### src/rtl/axi_riscv_arb_pkg.sv
// axi_riscv_arb_pkg: requester count and select type shared by the write arbiter.
package axi_riscv_arb_pkg;
  localparam int unsigned NumReq = 2;
  typedef logic sel_t;
endpackage

### src/rtl/fifo_v3.sv
// fifo_v3: small synchronous FIFO; a pop frees its slot for a push in the same cycle.
module fifo_v3 #(
  parameter bit          FALL_THROUGH = 1'b0,
  parameter int unsigned DATA_WIDTH   = 32,
  parameter int unsigned DEPTH        = 8,
  localparam int unsigned AddrDepth   = (DEPTH > 1) ? $clog2(DEPTH) : 1
) (
  input  logic                  clk_i,
  input  logic                  rst_ni,
  input  logic                  flush_i,
  output logic                  full_o,
  output logic                  empty_o,
  input  logic [DATA_WIDTH-1:0] data_i,
  input  logic                  push_i,
  output logic [DATA_WIDTH-1:0] data_o,
  input  logic                  pop_i
);
  logic [AddrDepth-1:0]  rd_q, rd_d, wr_q, wr_d;
  logic [AddrDepth:0]    cnt_q, cnt_d;
  logic [DATA_WIDTH-1:0] mem_q [DEPTH];
  logic                  bypass, do_push, do_pop;
  always_comb begin
    empty_o = cnt_q == '0;
    full_o  = cnt_q == (AddrDepth+1)'(DEPTH);
    bypass  = FALL_THROUGH && empty_o && push_i;
    data_o  = bypass ? data_i : mem_q[rd_q];
    do_pop  = pop_i && !empty_o;
    do_push = push_i && (!full_o || pop_i) && !(bypass && pop_i);
    rd_d    = flush_i ? '0 : do_pop ? ((rd_q == AddrDepth'(DEPTH-1)) ? '0 : rd_q + 1'b1) : rd_q;
    wr_d    = flush_i ? '0 : do_push ? ((wr_q == AddrDepth'(DEPTH-1)) ? '0 : wr_q + 1'b1) : wr_q;
    cnt_d   = flush_i ? '0 : cnt_q + (AddrDepth+1)'(do_push) - (AddrDepth+1)'(do_pop);
  end
  always_ff @(posedge clk_i or negedge rst_ni) begin
    if (!rst_ni) begin
      rd_q  <= '0;
      wr_q  <= '0;
      cnt_q <= '0;
    end else begin
      rd_q  <= rd_d;
      wr_q  <= wr_d;
      cnt_q <= cnt_d;
    end
  end
  always_ff @(posedge clk_i) begin
    if (do_push && !flush_i) mem_q[wr_q] <= data_i;
  end
endmodule

### src/rtl/axi_riscv_write_arb.sv
// axi_riscv_write_arb: round-robin AW arbiter for two requesters with W bursts
// forwarded in AW-grant order and B routed back by the returned ID MSB.
module axi_riscv_write_arb
  import axi_riscv_arb_pkg::*;
#(
  parameter int unsigned MaxWTxns = 4
) (
  input  logic              clk_i,
  input  logic              rst_ni,
  input  logic [NumReq-1:0] slv_aw_valid_i,
  output logic [NumReq-1:0] slv_aw_ready_o,
  input  logic [NumReq-1:0] slv_w_valid_i,
  input  logic [NumReq-1:0] slv_w_last_i,
  output logic [NumReq-1:0] slv_w_ready_o,
  output logic [NumReq-1:0] slv_b_valid_o,
  input  logic [NumReq-1:0] slv_b_ready_i,
  output logic              mst_aw_valid_o,
  input  logic              mst_aw_ready_i,
  output sel_t              mst_aw_sel_o,
  output logic              mst_w_valid_o,
  input  logic              mst_w_ready_i,
  output logic              mst_w_last_o,
  output sel_t              mst_w_sel_o,
  input  logic              mst_b_valid_i,
  input  sel_t              mst_b_sel_i,
  output logic              mst_b_ready_o
);
  sel_t ptr_q, ptr_d, lock_sel_q, lock_sel_d, aw_sel, w_head;
  logic lock_q, lock_d, fifo_full, fifo_empty, aw_block, aw_hs, w_act, w_pop;
  always_comb begin
    w_act          = rst_ni & ~fifo_empty;
    mst_w_sel_o    = w_act ? w_head : 1'b0;
    mst_w_valid_o  = w_act & slv_w_valid_i[w_head];
    mst_w_last_o   = w_act & slv_w_last_i[w_head];
    slv_w_ready_o  = (w_act & mst_w_ready_i) ? {w_head, ~w_head} : 2'b00;
    w_pop          = mst_w_valid_o & mst_w_ready_i & mst_w_last_o;
    // a locked grant holds until its handshake; otherwise a lone requester wins
    aw_sel         = lock_q ? lock_sel_q : (&slv_aw_valid_i) ? ptr_q : slv_aw_valid_i[1];
    aw_block       = fifo_full & ~w_pop;
    mst_aw_sel_o   = rst_ni & aw_sel;
    mst_aw_valid_o = rst_ni & slv_aw_valid_i[aw_sel] & ~aw_block;
    slv_aw_ready_o = (rst_ni & mst_aw_ready_i & ~aw_block) ? {aw_sel, ~aw_sel} : 2'b00;
    aw_hs          = mst_aw_valid_o & mst_aw_ready_i;
    ptr_d          = aw_hs ? ~aw_sel : ptr_q;
    lock_d         = mst_aw_valid_o & ~mst_aw_ready_i;
    lock_sel_d     = aw_sel;
    slv_b_valid_o  = (rst_ni & mst_b_valid_i) ? {mst_b_sel_i, ~mst_b_sel_i} : 2'b00;
    mst_b_ready_o  = rst_ni & slv_b_ready_i[mst_b_sel_i];
  end
  always_ff @(posedge clk_i or negedge rst_ni) begin
    if (!rst_ni) begin
      ptr_q      <= 1'b0;
      lock_q     <= 1'b0;
      lock_sel_q <= 1'b0;
    end else begin
      ptr_q      <= ptr_d;
      lock_q     <= lock_d;
      lock_sel_q <= lock_sel_d;
    end
  end
  fifo_v3 #(
    .FALL_THROUGH (1'b0),
    .DATA_WIDTH   (1),
    .DEPTH        (MaxWTxns)
  ) i_w_order (
    .clk_i   (clk_i),
    .rst_ni  (rst_ni),
    .flush_i (1'b0),
    .full_o  (fifo_full),
    .empty_o (fifo_empty),
    .data_i  (aw_sel),
    .push_i  (aw_hs),
    .data_o  (w_head),
    .pop_i   (w_pop)
  );
endmodule
### config.mk
export PLATFORM = sky130hd
export DESIGN_NAME = axi_riscv_write_arb
export DESIGN_NICKNAME = d
export VERILOG_FILES = /design/src/rtl/axi_riscv_arb_pkg.sv /design/src/rtl/fifo_v3.sv /design/src/rtl/axi_riscv_write_arb.sv
export SDC_FILE = /design/constraint.sdc
export NUM_CORES = 1
export LEC_CHECK = 0
export BUFFER_PORTS_ARGS = -buffer_cell sky130_fd_sc_hd__buf_2
export CAP_MARGIN = 25
export CORE_MARGIN = 8
export CORE_UTILIZATION = 45
export CTS_CLUSTER_SIZE = 40
export DETAILED_ROUTE_END_ITERATION = 6
export PLACE_DENSITY = 0.81
export SYNTH_ARGS = -nofsm -noshare
export SYNTH_HDL_FRONTEND = slang
export SYNTH_HIERARCHICAL = 1
export SYNTH_SLANG_ARGS = --single-unit
### constraint.sdc
create_clock -name clk_i -period 3.15 [get_ports clk_i]
set_clock_uncertainty 0.2 [all_clocks]
set_input_delay 0.63 -clock clk_i [delete_from_list [all_inputs] [get_ports clk_i]]
set_output_delay 0.63 -clock clk_i [all_outputs]
set_load 0.01 [all_outputs]
======== Word-level counts from Yosys, hierarchy flattened ========
Memory sizes are Yosys's and may differ from the RTL's.
Index checks and enable logic that the tools add are counted.
word-level totals
  register bits ........................... 10
  latch bits .............................. 0
  RAM bits ................................ 4
  memory bits (read-only) ................. 0
  input port bits ......................... 14
  output and inout bits ................... 12
  word-level logic and storage cells ...... 65
  memories ................................ 1
cells by class
  add/sub/neg operators ................... 4
  multipliers ............................. 0
  div/mod/pow operators ................... 0
  magnitude comparators ................... 3
  equality and inequality tests ........... 3
  shift-type cells ........................ 0
  mux-type cells .......................... 18
  bitwise gates (word level) .............. 23
  reductions and logical operators ........ 7
memory list
  name             words  width  rd ports  clocked after memory_dff  write ports  RTL line       source
  i_w_order.mem_q  4      1      1         0                         1            fifo_v3.sv:20  logic [DATA_WIDTH-1:0] mem_q [DEPTH];
operators with widths
  cell                                                        number
  AND 1 bit                                                   16
  two-way mux 1 bit                                           13
  two-way mux 2 bit                                           5
  NOT 1 bit                                                   7
  less-than comparator 1 x 2 -> 1 bit, second input constant  3
  adder 2 x 1 -> 2 bit, second input constant                 2
  == test 2 bit, second input constant                        2
  adder 3 x 1 -> 3 bit                                        1
  == test 3 bit, second input constant                        1
  logical NOT 3 bit                                           1
  subtractor 3 x 1 -> 3 bit                                   1
  logical AND 1 bit                                           2
  logical NOT 1 bit                                           2
  AND reduction 2 bit                                         1
  logical OR 1 bit                                            1

======== Depth between registers and ports, before layout ========
Gate-level depths: netlist of the first run.
  depth after elaboration ................. 14
  depth in mapped cells ................... 13
  mapped depth without buffers ............ 13

======== Hierarchy ========
Netlist of the first run, hierarchy kept.
by module, submodules not included
  module               times used  cells each  area an instance (um^2)  seq. area each (um^2)
  fifo_v3              1           52          620.6                    295.3
  axi_riscv_write_arb  1           41          310.3                    75.1

======== Least setup slack after synthesis of the first run ========
No wires, ideal clock.
  path kind ............................... flip-flop to flip-flop
  from .................................... reg i_w_order.rd_q[0]
  to ...................................... reg i_w_order.cnt_q[2]
  setup time .............................. 0.119 ns
  data arrival time ....................... 2.995 ns
  data required time ...................... 2.831 ns
  setup slack ............................. -0.163 ns
  cell stages (with the launch flop) ...... 13
  buffers on the path ..................... 0
  cells stage by stage .................... dfrtp_1 > mux4_2 > mux2i_1 > nor4_1 > or4b_4 > nand2_1 > ha_1 > inv_1 > ha_1 > inv_1 > fa_1 > xnor2_1 > nor2_1
on the way
  longest elaborated chain between the ends .. 14
  elaborated cells on any way between the ends .. 19
RTL lines
  element                                                RTL line                   source
  start: declaration                                     fifo_v3.sv:18              logic [AddrDepth-1:0] rd_q, rd_d, wr_q, wr_d;
  start signal: assignment                               fifo_v3.sv:39              rd_q <= rd_d;
  memory read (4 x 1 bit) *                              -
  net w_head                                             axi_riscv_write_arb.sv:28  sel_t ptr_q, ptr_d, lock_sel_q, lock_sel_d, aw_sel, w_head;
  two-way mux 1 bit (not written as such) (2 in series)  axi_riscv_write_arb.sv:33  mst_w_valid_o = w_act & slv_w_valid_i[w_head];
  AND 1 bit                                              axi_riscv_write_arb.sv:33
  AND 1 bit                                              axi_riscv_write_arb.sv:36  w_pop = mst_w_valid_o & mst_w_ready_i & mst_w_last_o;
  AND 1 bit *                                            axi_riscv_write_arb.sv:36
  net w_pop                                              axi_riscv_write_arb.sv:29  logic lock_q, lock_d, fifo_full, fifo_empty, aw_block, aw_hs, w_act, w_pop;
  NOT 1 bit                                              axi_riscv_write_arb.sv:39  aw_block = fifo_full & ~w_pop;
  AND 1 bit                                              axi_riscv_write_arb.sv:39
  NOT 1 bit                                              axi_riscv_write_arb.sv:41  mst_aw_valid_o = rst_ni & slv_aw_valid_i[aw_sel] & ~aw_block;
  AND 1 bit                                              axi_riscv_write_arb.sv:41
  AND 1 bit                                              axi_riscv_write_arb.sv:43  aw_hs = mst_aw_valid_o & mst_aw_ready_i;
  logical AND 1 bit                                      fifo_v3.sv:28              do_push = push_i && (!full_o || pop_i) && !(bypass && pop_i);
  adder 3 x 1 -> 3 bit                                   fifo_v3.sv:31              cnt_d = flush_i ? '0 : cnt_q + (AddrDepth+1)'(do_push) - (AddrDepth+1)'(do_pop);
  subtractor 3 x 1 -> 3 bit *                            fifo_v3.sv:31
  net i_w_order.cnt_d[2]                                 fifo_v3.sv:19              logic [AddrDepth:0] cnt_q, cnt_d;
  end signal: assignment                                 fifo_v3.sv:41              cnt_q <= cnt_d;
  end: declaration                                       fifo_v3.sv:19
Mark *: on every way through the listed nets, which the timed path passes. The rest lies on a longest branch. The select of a mux whose other input is x is not followed.
A chain may end at the register's enable or synchronous reset.

======== Worst setup path after layout of the first run ========
  from .................................... reg i_w_order.rd_q[0]
  to ...................................... reg i_w_order.cnt_q[1]
on the way
  longest elaborated chain between the ends .. 14
  elaborated cells on any way between the ends .. 19
RTL lines
  element                                                RTL line
  memory read (4 x 1 bit) *                              -
  net w_head                                             axi_riscv_write_arb.sv:28
  two-way mux 1 bit (not written as such) (2 in series)  axi_riscv_write_arb.sv:33
  AND 1 bit                                              axi_riscv_write_arb.sv:33
  AND 1 bit                                              axi_riscv_write_arb.sv:36
  AND 1 bit *                                            axi_riscv_write_arb.sv:36
  NOT 1 bit *                                            axi_riscv_write_arb.sv:39
  AND 1 bit *                                            axi_riscv_write_arb.sv:39
  NOT 1 bit *                                            axi_riscv_write_arb.sv:41
  AND 1 bit *                                            axi_riscv_write_arb.sv:41
  AND 1 bit *                                            axi_riscv_write_arb.sv:43
  net aw_hs                                              axi_riscv_write_arb.sv:29
  logical AND 1 bit *                                    fifo_v3.sv:28
  adder 3 x 1 -> 3 bit *                                 fifo_v3.sv:31
  subtractor 3 x 1 -> 3 bit *                            fifo_v3.sv:31
  net i_w_order.cnt_d[1]                                 fifo_v3.sv:19
Marked as above.

==> flow_summary_export.csv, run 1 <==
group,metric,value,unit
layout,area_growth,39.65,%
global_route,grt_start_max_net_pins,18,
floorplan,die_h,61.48,um
pwr,ir_drop,329.9,uV
placed_design,dpl_cell_area,1179,um^2
worst_setup_path,worstPathMaxFanout,3,
global_route,grt_pass1_wl,3484,um
global_route,track_usage,12.66,%
floorplan,ios,26,
synthesis,synth_nets,115,
drt,via_per_inst,5.188,
placed_design,numPortBuffers,25,
placed_design,dp_cells,155,
drt,dr.pass1.iters,4,
floorplan,coreArea,1962,um^2
pwr,power.leakage,0.6712,nW
drt,antenna_left,0,
clock_tree,clk_path_buf_depth,2,
placed_design,place_congestion,0.7180,
sta,rsz0062_at_grt,"yes",
synthesis,syn_inst,93,
drt,drc,0,
synthesis,synth_cell_types,33,
clock_tree,cts_tree,"done",
outcome,status,"complete, but fails checks",
worst_setup_path,worst_ep_arrival_time,3.29,ns
drt,drtIter0Drc,17,
layout,finalNonFillerCells,165,
global_route,overflow,0,
sta,setup_tns,-0.4409,ns
clock_tree,clkLatencyLatePin,0.29,ns
layout,nNetsFinal,161,
layout,antenna_cells,0,
worst_setup_path,reg2reg_from,"i_w_order/rd_q[0]$_DFFE_PN0P_",
clock_tree,cts_buffers,3,
drt,routedWlPerCell,14.48,um
synthesis,ys_seq_area_share,39.78,%
worst_setup_path,regToRegSetupSlack,-0.16,ns
clock_tree,cts-htree-levels,1,
synthesis,yosys_warnings,6,
synthesis,synth-seq-cells,14,
pwr,power.density,345.0,nW/um^2
sta,hold_viol_final,0,
worst_setup_path,critPathLaunchType,"register",
drt,routed_wl,2389,um
flow_run,drv_cap,0,
floorplan,core.rowCount,16,
worst_setup_path,critPathRequiredTime,3.14,ns
clock_tree,hold_buffers,0,
outcome,violations,"setup timing",
worst_setup_path,timing.rr.end,"i_w_order/cnt_q[1]$_DFF_PN0_",
floorplan,dieArea,3780,um^2
sta,period_needed,3.306,ns
global_route,grt_pass1_vias,822,
layout,finish.utilization,66.26,%
sta,drv_slew,0,
synthesis,avgSynthCellArea,10.01,um^2
global_route,antenna_found_initial,0,
worst_setup_path,worstSetupEndpointType,"register",
layout,drive_gt1_share,43.48,%
drt,vias,856,
min_path,hold_path_class,"input port to async pin",
sta,fin_crit_sh,105.0,%
sta,layout_setup_ws,-0.1564,ns
pwr,finalPower,448.4,uW
sta,whs,0.08536,ns
layout,stdcell_area,1300,um^2
floorplan,die_w,61.48,um
worst_setup_path,path_class,"register to register",
floorplan,start_util,47.45,%
placed_design,dp_hpwl,1741,um
synthesis,synth_area,930.9,um^2
clock_tree,cts.clk_slew.worst_paths,0.09,ns
placed_design,place_ws,-0.1628,ns
clock_tree,cts.sinks,14,
sta,fmax,0.3024,GHz
worst_setup_path,ff2ff_path_depth,13,
clock_tree,cts_root_buf,"clkbuf_4",
sta,finalSetupViolCount,5,
critical path: stages, from the launching register on:
cell	delay, ns
dfrtp_1	0.38
mux4_2	0.60
mux2i_2	0.21
buf_4	0.15
o41ai_4	0.23
nand2_1	0.15
nor2_2	0.14
nand2_1	0.09
ha_1	0.27
inv_1	0.05
ha_1	0.12
inv_1	0.05
fa_2	0.52
nor2_1	0.04
cell usage after synthesis:
library cell   n  area (um^2)
dfrtp_1       10        250.2
or4b_4         1        13.76
conb_1         1        3.750
xnor2_1        1        8.760
mux2i_1        4        40.04
nand2b_1       1        6.260
o41ai_4        1        27.53
fa_1           1        20.02
xor2_1         1        8.760
nor4_1         1        6.260
nor3_1         2        10.01
nor2_1        10        37.54
o31ai_1        1        7.510
a21o_1         2        15.01
and3b_1        1        8.760
a31o_2         1        8.760
nand3_1        1        5.000
nor3b_1        1        7.510
and3_1         2        12.51
mux4_2         1        22.52
clkbuf_1       1        3.750
inv_1          8        30.03
ha_1           7        87.58
nor3_2         1        10.01
o21ai_2        1        8.760
nor2b_1        3        18.77
or3_1          2        12.51
a211o_1        2        17.52
edfxtp_1       4        120.1
a21oi_1        5        25.02
a31oi_1        1        6.260
and2_1         7        43.79
nand2_1        7        26.28
power by group:
part	internal [mW]	leakage, nW	total [mW]	switching (mW)
clock	0.0461	0.0154	0.110	0.0636
combinational	0.0615	0.484	0.129	0.0671
sequential	0.200	0.172	0.210	0.0101
state kept, by name, summed over array words and instances, names as in the netlist:
register,flops
i_w_order/mem_q,4
lock_q,1
i_w_order/rd_q,2
lock_sel_q,1
i_w_order/wr_q,2
ptr_q,1
i_w_order/cnt_q,3
layout make-up:
type / instances / area (um^2)
timing repair buffer: 42 / 259.0
inverter: 8 / 30.03
multi-input combinational: 70 / 580.6
clock buffer: 3 / 22.52
fill: 166 / 661.9
sequential: 14 / 370.4
clock inverter: 1 / 3.754
tap: 27 / 33.78
placed cells by master (no fill, tap or decap), drive strengths merged:
cell type	synthesis	final
o41ai	1	1
nor3	3	3
or3	2	2
xor2	1	1
buf	0	42
and2	7	7
ha	7	7
a31o	1	1
nand3	1	1
nor2b	3	3
nor4	1	1
xnor2	1	1
clkinv	0	1
o21ai	1	1
and3	2	2
or4b	1	1
and3b	1	1
a21oi	5	5
clkbuf	1	3
a21o	2	2
a31oi	1	1
inv	8	8
conb	1	1
nor2	10	10
nand2	7	7
a211o	2	2
mux2i	4	4
o31ai	1	1
fa	1	1
mux4	1	1
edfxtp	4	4
nand2b	1	1
nor3b	1	1
dfrtp	10	10
worst max-delay path by stage:
stage / start / end / slack (ns) / cells after the start
after floorplan: i_w_order/rd_q[0]$_DFFE_PN0P_ / i_w_order/cnt_q[2]$_DFF_PN0_ / -0.13 / 12
after global placement: i_w_order/rd_q[0]$_DFFE_PN0P_ / i_w_order/cnt_q[2]$_DFF_PN0_ / -0.07 / 12
after detailed placement: i_w_order/rd_q[0]$_DFFE_PN0P_ / i_w_order/cnt_q[2]$_DFF_PN0_ / -0.16 / 12
after CTS: i_w_order/rd_q[0]$_DFFE_PN0P_ / i_w_order/cnt_q[1]$_DFF_PN0_ / -0.07 / 13
after global routing: i_w_order/rd_q[0]$_DFFE_PN0P_ / i_w_order/cnt_q[1]$_DFF_PN0_ / -0.29 / 13
final: i_w_order/rd_q[0]$_DFFE_PN0P_ / i_w_order/cnt_q[1]$_DFF_PN0_ / -0.16 / 13
routing by layer:
metal | part of all wire (%) | vias up | track usage (%)
met5 | 0 | - | 0
li1 | - | 413 | -
met3 | 9.0 | 9 | 3.549
met1 | 40 | 402 | 13.08
met2 | 49 | 32 | 22.45
met4 | 2.5 | 0 | 6.818
logic make-up after synthesis:
kind of cell,Yosys count,synth area share [%]
mux,5,6.720
compound gates,14,12.50
flops,14,39.79
other cells,1,0.4028
fa+ha+maj,8,11.56
xor+xnor,2,1.882
simple gates,40,23.52
buf+inv,9,3.629
timing repair:
item	CTS	global route
hold endpoints to repair	0	0
setup endpoints to repair	4	5
pin swaps	4	1
setup buffers	3	3
cloned	0	0
gates resized for setup	4	6
(Power assumes the default switching activity.)
==> inputs of run 2 (changes only) <==
CORE_ASPECT_RATIO = 0.5   (was unset)
CORE_MARGIN = 4   (was 8)
CORE_UTILIZATION = 32   (was 45)
PLACE_DENSITY = 0.63   (was 0.81)
==> run 2 against run 1 <==
Effect of this change: the run still ends with setup timing left; sequential power about the same; worst hold slack improved by 0.058 ns; utilization decreased by 17 points; worst setup slack improved by 0.029 ns; combinational power about the same; total power increased by 7.7%; routed wire length decreased by 15%; non-clock buffer count unchanged; flip-flop and latch count unchanged; maximum frequency increased by 0.90%; critical endpoint unchanged; highest routed layer is now met3.
==> flow_summary_export.csv, run 2 (synthesis results as in run 1) <==
group,metric,value,unit
outcome,status,"complete, but fails checks",
outcome,violations,"setup timing",
layout,largest_reg_flops,4,
pwr,power.leakage,0.6761,nW
sta,fmax,0.3051,GHz
min_path,hold_path_class,"input port to async pin",
clock_tree,cts.sinks,14,
sta,layout_setup_ws,-0.1271,ns
worst_setup_path,critPathRequiredTime,3.08,ns
floorplan,dieArea,3888,um^2
clock_tree,cts_root_buf,"clkbuf_8",
floorplan,die_w,84.28,um
global_route,antenna_found_initial,0,
placed_design,place_ws,-0.1734,ns
layout,reg_top3,"i_w_order/mem_q (4), i_w_order/cnt_q (3)",
worst_setup_path,timing.rr.end,"i_w_order/cnt_q[1]$_DFF_PN0_",
clock_tree,cts.clk_slew.worst_paths,0.06,ns
worst_setup_path,crit_chain,"mux4_2 -> mux2i_2 -> buf_4 -> o41ai_4 -> nand2_1 -> nor2_2 -> nand2_1 -> ha_1 -> inv_1 -> ha_1 -> inv_1 -> fa_2 -> nor2_1",
drt,dr.pass1.iters,4,
drt,antenna_left,0,
drt,routed_wl,2041,um
worst_setup_path,worstSetupEndpointType,"register",
sta,finalSetupViolCount,2,
placed_design,dp_hpwl,1579,um
layout,final_cell_mix,"buf_2, buf_4, dfrtp_1, inv_1, nor2_1",
global_route,track_usage,11.57,%
floorplan,start_util,34.69,%
drt,drtIter0Drc,26,
worst_setup_path,max_stage_delay,0.59,ns
pwr,finalPower,482.8,uW
drt,routedWlPerCell,11.66,um
flow_run,drv_cap,0,
clock_tree,clk_path_buf_depth,2,
floorplan,die_h,46.14,um
layout,area_growth,42.61,%
worst_setup_path,regToRegSetupSlack,-0.13,ns
global_route,grt_pass1_vias,823,
worst_setup_path,worstPathMaxFanout,3,
clock_tree,cts_tree,"done",
worst_setup_path,cp_slowest_cell,"mux4_2",
clock_tree,clkLatencyLatePin,0.24,ns
worst_setup_path,worst_ep_arrival_time,3.21,ns
layout,largest-register,"i_w_order/mem_q",
sta,fin_crit_sh,104.0,%
pwr,power.density,363.7,nW/um^2
floorplan,coreArea,2684,um^2
placed_design,numPortBuffers,25,
clock_tree,cts_buffers,3,
sta,drv_slew,0,
floorplan,core.rowCount,13,
layout,drive_gt1_share,42.75,%
pwr,ir_drop,143.2,uV
sta,hold_viol_final,0,
global_route,grt_start_max_net_pins,18,
sta,setup_tns,-0.2312,ns
global_route,overflow,0,
clock_tree,cts-htree-levels,1,
sta,period_needed,3.277,ns
drt,drc,0,
layout,final_common_cell,"buf_2",
worst_setup_path,crit_start,"i_w_order/rd_q[0]$_DFFE_PN0P_",
worst_setup_path,path_class,"register to register",
drt,via_per_inst,4.606,
worst_setup_path,critPathLaunchType,"register",
layout,antenna_cells,0,
worst_setup_path,cp-endpoint,"i_w_order/cnt_q[1]$_DFF_PN0_",
floorplan,ios,26,
global_route,grt_pass1_wl,3525,um
placed_design,place_congestion,0.7481,
clock_tree,hold_buffers,0,
sta,whs,0.1429,ns
worst_setup_path,ff2ff_path_depth,13,
worst_setup_path,reg2reg_from,"i_w_order/rd_q[0]$_DFFE_PN0P_",
drt,vias,806,
sta,rsz0062_at_grt,"yes",
layout,nNetsFinal,161,
==> run 2: cell counts in the layout (fill, tap and decap cells not counted) <==
No cell type changed its count.
==> run 2: metal layers <==
metal  global-route usage [%]  part of all wire, %  up-vias  wire (um)
met1                    12.49                   43      383        870
met2                    23.20                   53       14       1080
li1                         -                    -      409          -
met5                        0                    0        -          0
met3                    4.286                  4.4        0         90
met4                   0.9615                    0        0          0
==> run 2: cell type report <==
class / instances / area (um^2)
repair buffers: 42 / 259.0
multi-input cells: 70 / 576.8
well taps: 37 / 46.29
clock buffers: 3 / 41.29
clock inverters: 1 / 3.754
inverters: 8 / 30.03
flip-flops and latches: 14 / 370.4
fillers: 252 / 1356
==> run 2: worst min-delay path by stage <==
stage                               endpoint  slack (ns)  cells past startpoint
6_report       i_w_order/rd_q[0]$_DFFE_PN0P_        0.14                      2
5_1_grt        i_w_order/rd_q[0]$_DFFE_PN0P_        0.15                      2
4_1_cts        i_w_order/rd_q[0]$_DFFE_PN0P_        0.14                      2
3_5_place_dp               ptr_q$_DFFE_PN0P_        0.32                      2
3_3_place_gp               ptr_q$_DFFE_PN0P_        0.32                      2
2_1_floorplan   i_w_order/cnt_q[0]$_DFF_PN0_        0.13                      0
==> run 2: worst max-delay path, delay by kind of cell, from the launching register on <==
family,cells,cell delay (ns)
fa+ha+maj,3,0.91
mux,2,0.78
simple gates,4,0.41
flops,1,0.37
buf+inv,3,0.26
compound gates,1,0.23
==> run 2: power by group <==
group          switching (mW)  internal [mW]  leakage (nW)  total [mW]
combinational          0.0650         0.0621         0.481       0.127
clock                  0.0608         0.0861        0.0231       0.147
sequential            0.00838          0.200         0.172       0.209
total                   0.134          0.349         0.676       0.483
==> run 2: what timing repair did <==
action | 4_1_cts | 5_1_grt
setup endpoints to repair | 2 | 5
endpoints found under the hold margin | 0 | 0
pin swaps | 4 | 1
setup buffers | 3 | 4
resized for setup | 4 | 6
==> run 2: stage by stage <==
stage,util (%),instances,area [um^2]
2_1_floorplan,-,93,940.9
3_3_place_gp,44.38,165,1191
6_report,49.46,175,1328
4_1_cts,47.60,172,1277
5_1_grt,49.46,175,1328
3_5_place_dp,44.38,165,1191
==> inputs of run 3 (changes only) <==
PLACE_DENSITY = 0.64   (was 0.63)
SETUP_SLACK_MARGIN = 0.4   (was unset)
SYNTH_HIERARCHICAL = unset   (was 1)
==> run 3 against run 2 <==
Effect of this change: the run now ends clean; global-route usage shrank 2.1 points; worst setup slack improved by 0.43 ns; critical endpoint is now i_w_order.cnt_q[2]$_DFF_PN0_; first-iteration DRC count decreased by 42%; routed wire length down 12%; die area fell by 2.7%; synthesized cell count is 6.5% lower; combinational power rose to 3.4 times the previous value; critical path depth is 2 lower; largest power group is now combinational cells; count of clock-buffer cells in the layout unchanged; final area decreased by 6.6%; critical path type unchanged.
==> flow_summary_export.csv, run 3 <==
group,metric,value,unit
synthesis,yosys.area_share.simple,20.25,%
worst_setup_path,worstSetupEndpointType,"register",
placed_design,place_ws,0.1817,ns
global_route,grt_pass1_vias,658,
synthesis,yosysMostFrequentCell,"nand2_1",
global_route,overflow,0,
drt,vias,720,
synthesis,synth-seq-cells,14,
drt,drtIter0Drc,15,
floorplan,die_w,83.09,um
synthesis,yosys_warnings,0,
floorplan,coreArea,2635,um^2
worst_setup_path,cp_slowest_cell,"mux4_2",
drt,routedWlPerCell,11.09,um
floorplan,die_h,45.55,um
synthesis,synth_edf_count,4,
layout,final_cell_mix,"buf_2, nand2_1, dfrtp_1, nor2_1, buf_4",
worst_setup_path,critPathRequiredTime,3.07,ns
global_route,grt_pass1_wl,2835,um
synthesis,synth_area_leader_cell,"dfrtp_1",
clock_tree,cts.clk_slew.worst_paths,0.06,ns
clock_tree,cts-htree-levels,1,
drt,dr.pass1.iters,4,
global_route,track_usage,9.510,%
clock_tree,cts.sinks,14,
sta,setup_tns,0,ns
placed_design,numPortBuffers,25,
worst_setup_path,cpMostUsedCell,"inv_2",
synthesis,synth_cell_types,30,
clock_tree,cts_tree,"done",
sta,drv_slew,0,
synthesis,synth_nets,109,
layout,finalNonFillerCells,162,
placed_design,dpl_cell_area,1114,um^2
sta,hold_viol_final,0,
layout,antenna_cells,0,
layout,stdcell_area,1240,um^2
drt,routed_wl,1797,um
synthesis,avgSynthCellArea,10.37,um^2
sta,finalSetupViolCount,0,
sta,relSlewSlack,71.28,%
drt,wl_met2,870,um
worst_setup_path,path_class,"register to register",
drt,antenna_left,0,
layout,largest_reg_flops,4,
floorplan,core.rowCount,13,
placed_design,place_congestion,0.8836,
clock_tree,cts_buffers,3,
drt,drc,0,
worst_setup_path,worstPathMaxFanout,2,
layout,finish.utilization,47.06,%
sta,rsz0062_at_grt,"yes",
sta,layout_setup_ws,0.3001,ns
synthesis,synth_common_cells,"nand2_1, dfrtp_1, inv_1, nor2_1, ha_1",
min_path,hold_path_class,"input port to async pin",
sta,worst_pin_slew,0.4307,ns
outcome,status,"finished, final reports clean",
worst_setup_path,max_stage_delay,0.53,ns
flow_run,drv_cap,0,
pwr,ir_drop,242.4,uV
synthesis,synth_top_family_by_area,"simple AND/OR/NAND/NOR gates",
synthesis,synth_area,902.1,um^2
sta,fmax,0.3509,GHz
layout,reg_top3,"i_w_order.mem_q (4), i_w_order.cnt_q (3)",
clock_tree,cts_root_buf,"clkbuf_8",
placed_design,dp_cells,154,
worst_setup_path,cp_num_buf_inv,3,
clock_tree,clkLatencyLatePin,0.24,ns
layout,drive_gt1_share,48.00,%
worst_setup_path,critPathLaunchType,"register",
layout,largest-register,"i_w_order.mem_q",
placed_design,dp_hpwl,1306,um
drt,via_per_inst,4.444,
pwr,power.leakage,0.6101,nW
layout,final_common_cell,"buf_2",
synthesis,ys.flop_type,"dfrtp_1",
global_route,grt_start_max_net_pins,18,
layout,nNetsFinal,148,
synthesis,syn_inst,87,
sta,fin_crit_sh,90.47,%
pwr,power.density,729.2,nW/um^2
global_route,antenna_found_initial,0,
synthesis,synth_fa_ha_area_share,11.93,%
drt,wl_met1,826,um
layout,area_growth,37.45,%
drt,dr.max_layer_used,"met4",
floorplan,start_util,34.24,%
synthesis,ys_seq_area_share,41.05,%
worst_setup_path,worst_ep_arrival_time,2.77,ns
drt,met3WireLength,75,um
worst_setup_path,critPathTopFamily,"multiplexers",
synthesis,yosys-mux-area-fraction,12.21,%
floorplan,dieArea,3784,um^2
synthesis,synthXorXnorAreaFrac,1.942,%
clock_tree,clk_path_buf_depth,2,
synthesis,synth.top_cell.area_share,27.74,%
sta,period_needed,2.850,ns
floorplan,ios,26,
synthesis,synth_compound_area_share,8.877,%
synthesis,ys_top_cells_by_area,"dfrtp_1, edfxtp_1, ha_1, mux2_4, nand2_1",
synthesis,async_flop_share,71.43,%
worst_setup_path,crit_chain,"mux4_2 -> mux2_4 -> or2_4 -> inv_2 -> ha_4 -> inv_2 -> ha_4 -> inv_2 -> fa_2 -> xnor2_2 -> xnor2_1",
## run 3: worst paths after layout
| kind | start | to | slack, ns | cells after the start |
|---|---|---|---|---|
| max reg2reg | i_w_order.rd_q[0]$_DFFE_PN0P_ | i_w_order.cnt_q[2]$_DFF_PN0_ | 0.30 | 11 |
| max | i_w_order.rd_q[0]$_DFFE_PN0P_ | i_w_order.cnt_q[2]$_DFF_PN0_ | 0.30 | 11 |
| max in group asynchronous | rst_ni | ptr_q$_DFFE_PN0N_ | 2.45 | 2 |
| min in group clk_i | ptr_q$_DFFE_PN0N_ | ptr_q$_DFFE_PN0N_ | 0.34 | 2 |
| min | rst_ni | i_w_order.cnt_q[1]$_DFF_PN0_ | 0.13 | 2 |
| min reg2reg | ptr_q$_DFFE_PN0N_ | ptr_q$_DFFE_PN0N_ | 0.34 | 2 |
## run 3: logic make-up (layout without fill, tap and decap cells)
group,after synthesis,after routing
AND/OR/NAND/NOR,35,35
flip-flops,14,14
AO/OA/AOI/OAI,11,11
buffers and inverters,9,47
adder cells (fa/ha/maj),8,8
multiplexers,8,8
XOR/XNOR,2,2
## run 3: timing repair
| item | CTS | global route |
|---|---|---|
| setup buffers | 2 | 2 |
| endpoints found under the setup margin | 5 | 5 |
| pin swaps | 5 | 5 |
| hold buffers | 0 | 0 |
| gates resized for setup | 10 | 1 |
## run 3: cell type report
class / instances / area [um^2]
Clock buffer: 3 / 41.29
Inverter: 9 / 33.78
Multi-Input combinational cell: 64 / 551.8
Timing Repair Buffer: 34 / 192.7
Sequential cell: 14 / 370.4
Clock inverter: 1 / 3.754
Tap cell: 37 / 46.29
Fill cell: 245 / 1395
## run 3: power breakdown
group          internal [mW]  switching (mW)
clock                 0.0862          0.0617
sequential             0.252          0.0760
combinational          0.234           0.194
## run 3: metal layers
layer,track usage (%),up-vias
li1,-,372
met1,11.49,328
met2,15.92,18
met3,2.888,2
met4,4.886,0
met5,0,-
## run 3: per-stage QoR
stage | hold WS, ns | power [mW]
global placement | 0.3060 | 0.6700
floorplan | 0.1344 | 0.5706
global route | 0.1431 | 0.9824
finish | 0.1277 | 0.9042
CTS | 0.1319 | 0.8792
detailed placement | 0.3114 | 0.6821
## run 3: worst register-to-register path: cells and delay by family (launching register included)
family / cells / cell delay [ns]
flops: 1 / 0.37
xor+xnor: 2 / 0.27
buf+inv: 3 / 0.15
fa+ha+maj: 3 / 0.65
mux: 2 / 0.86
simple gates: 1 / 0.24
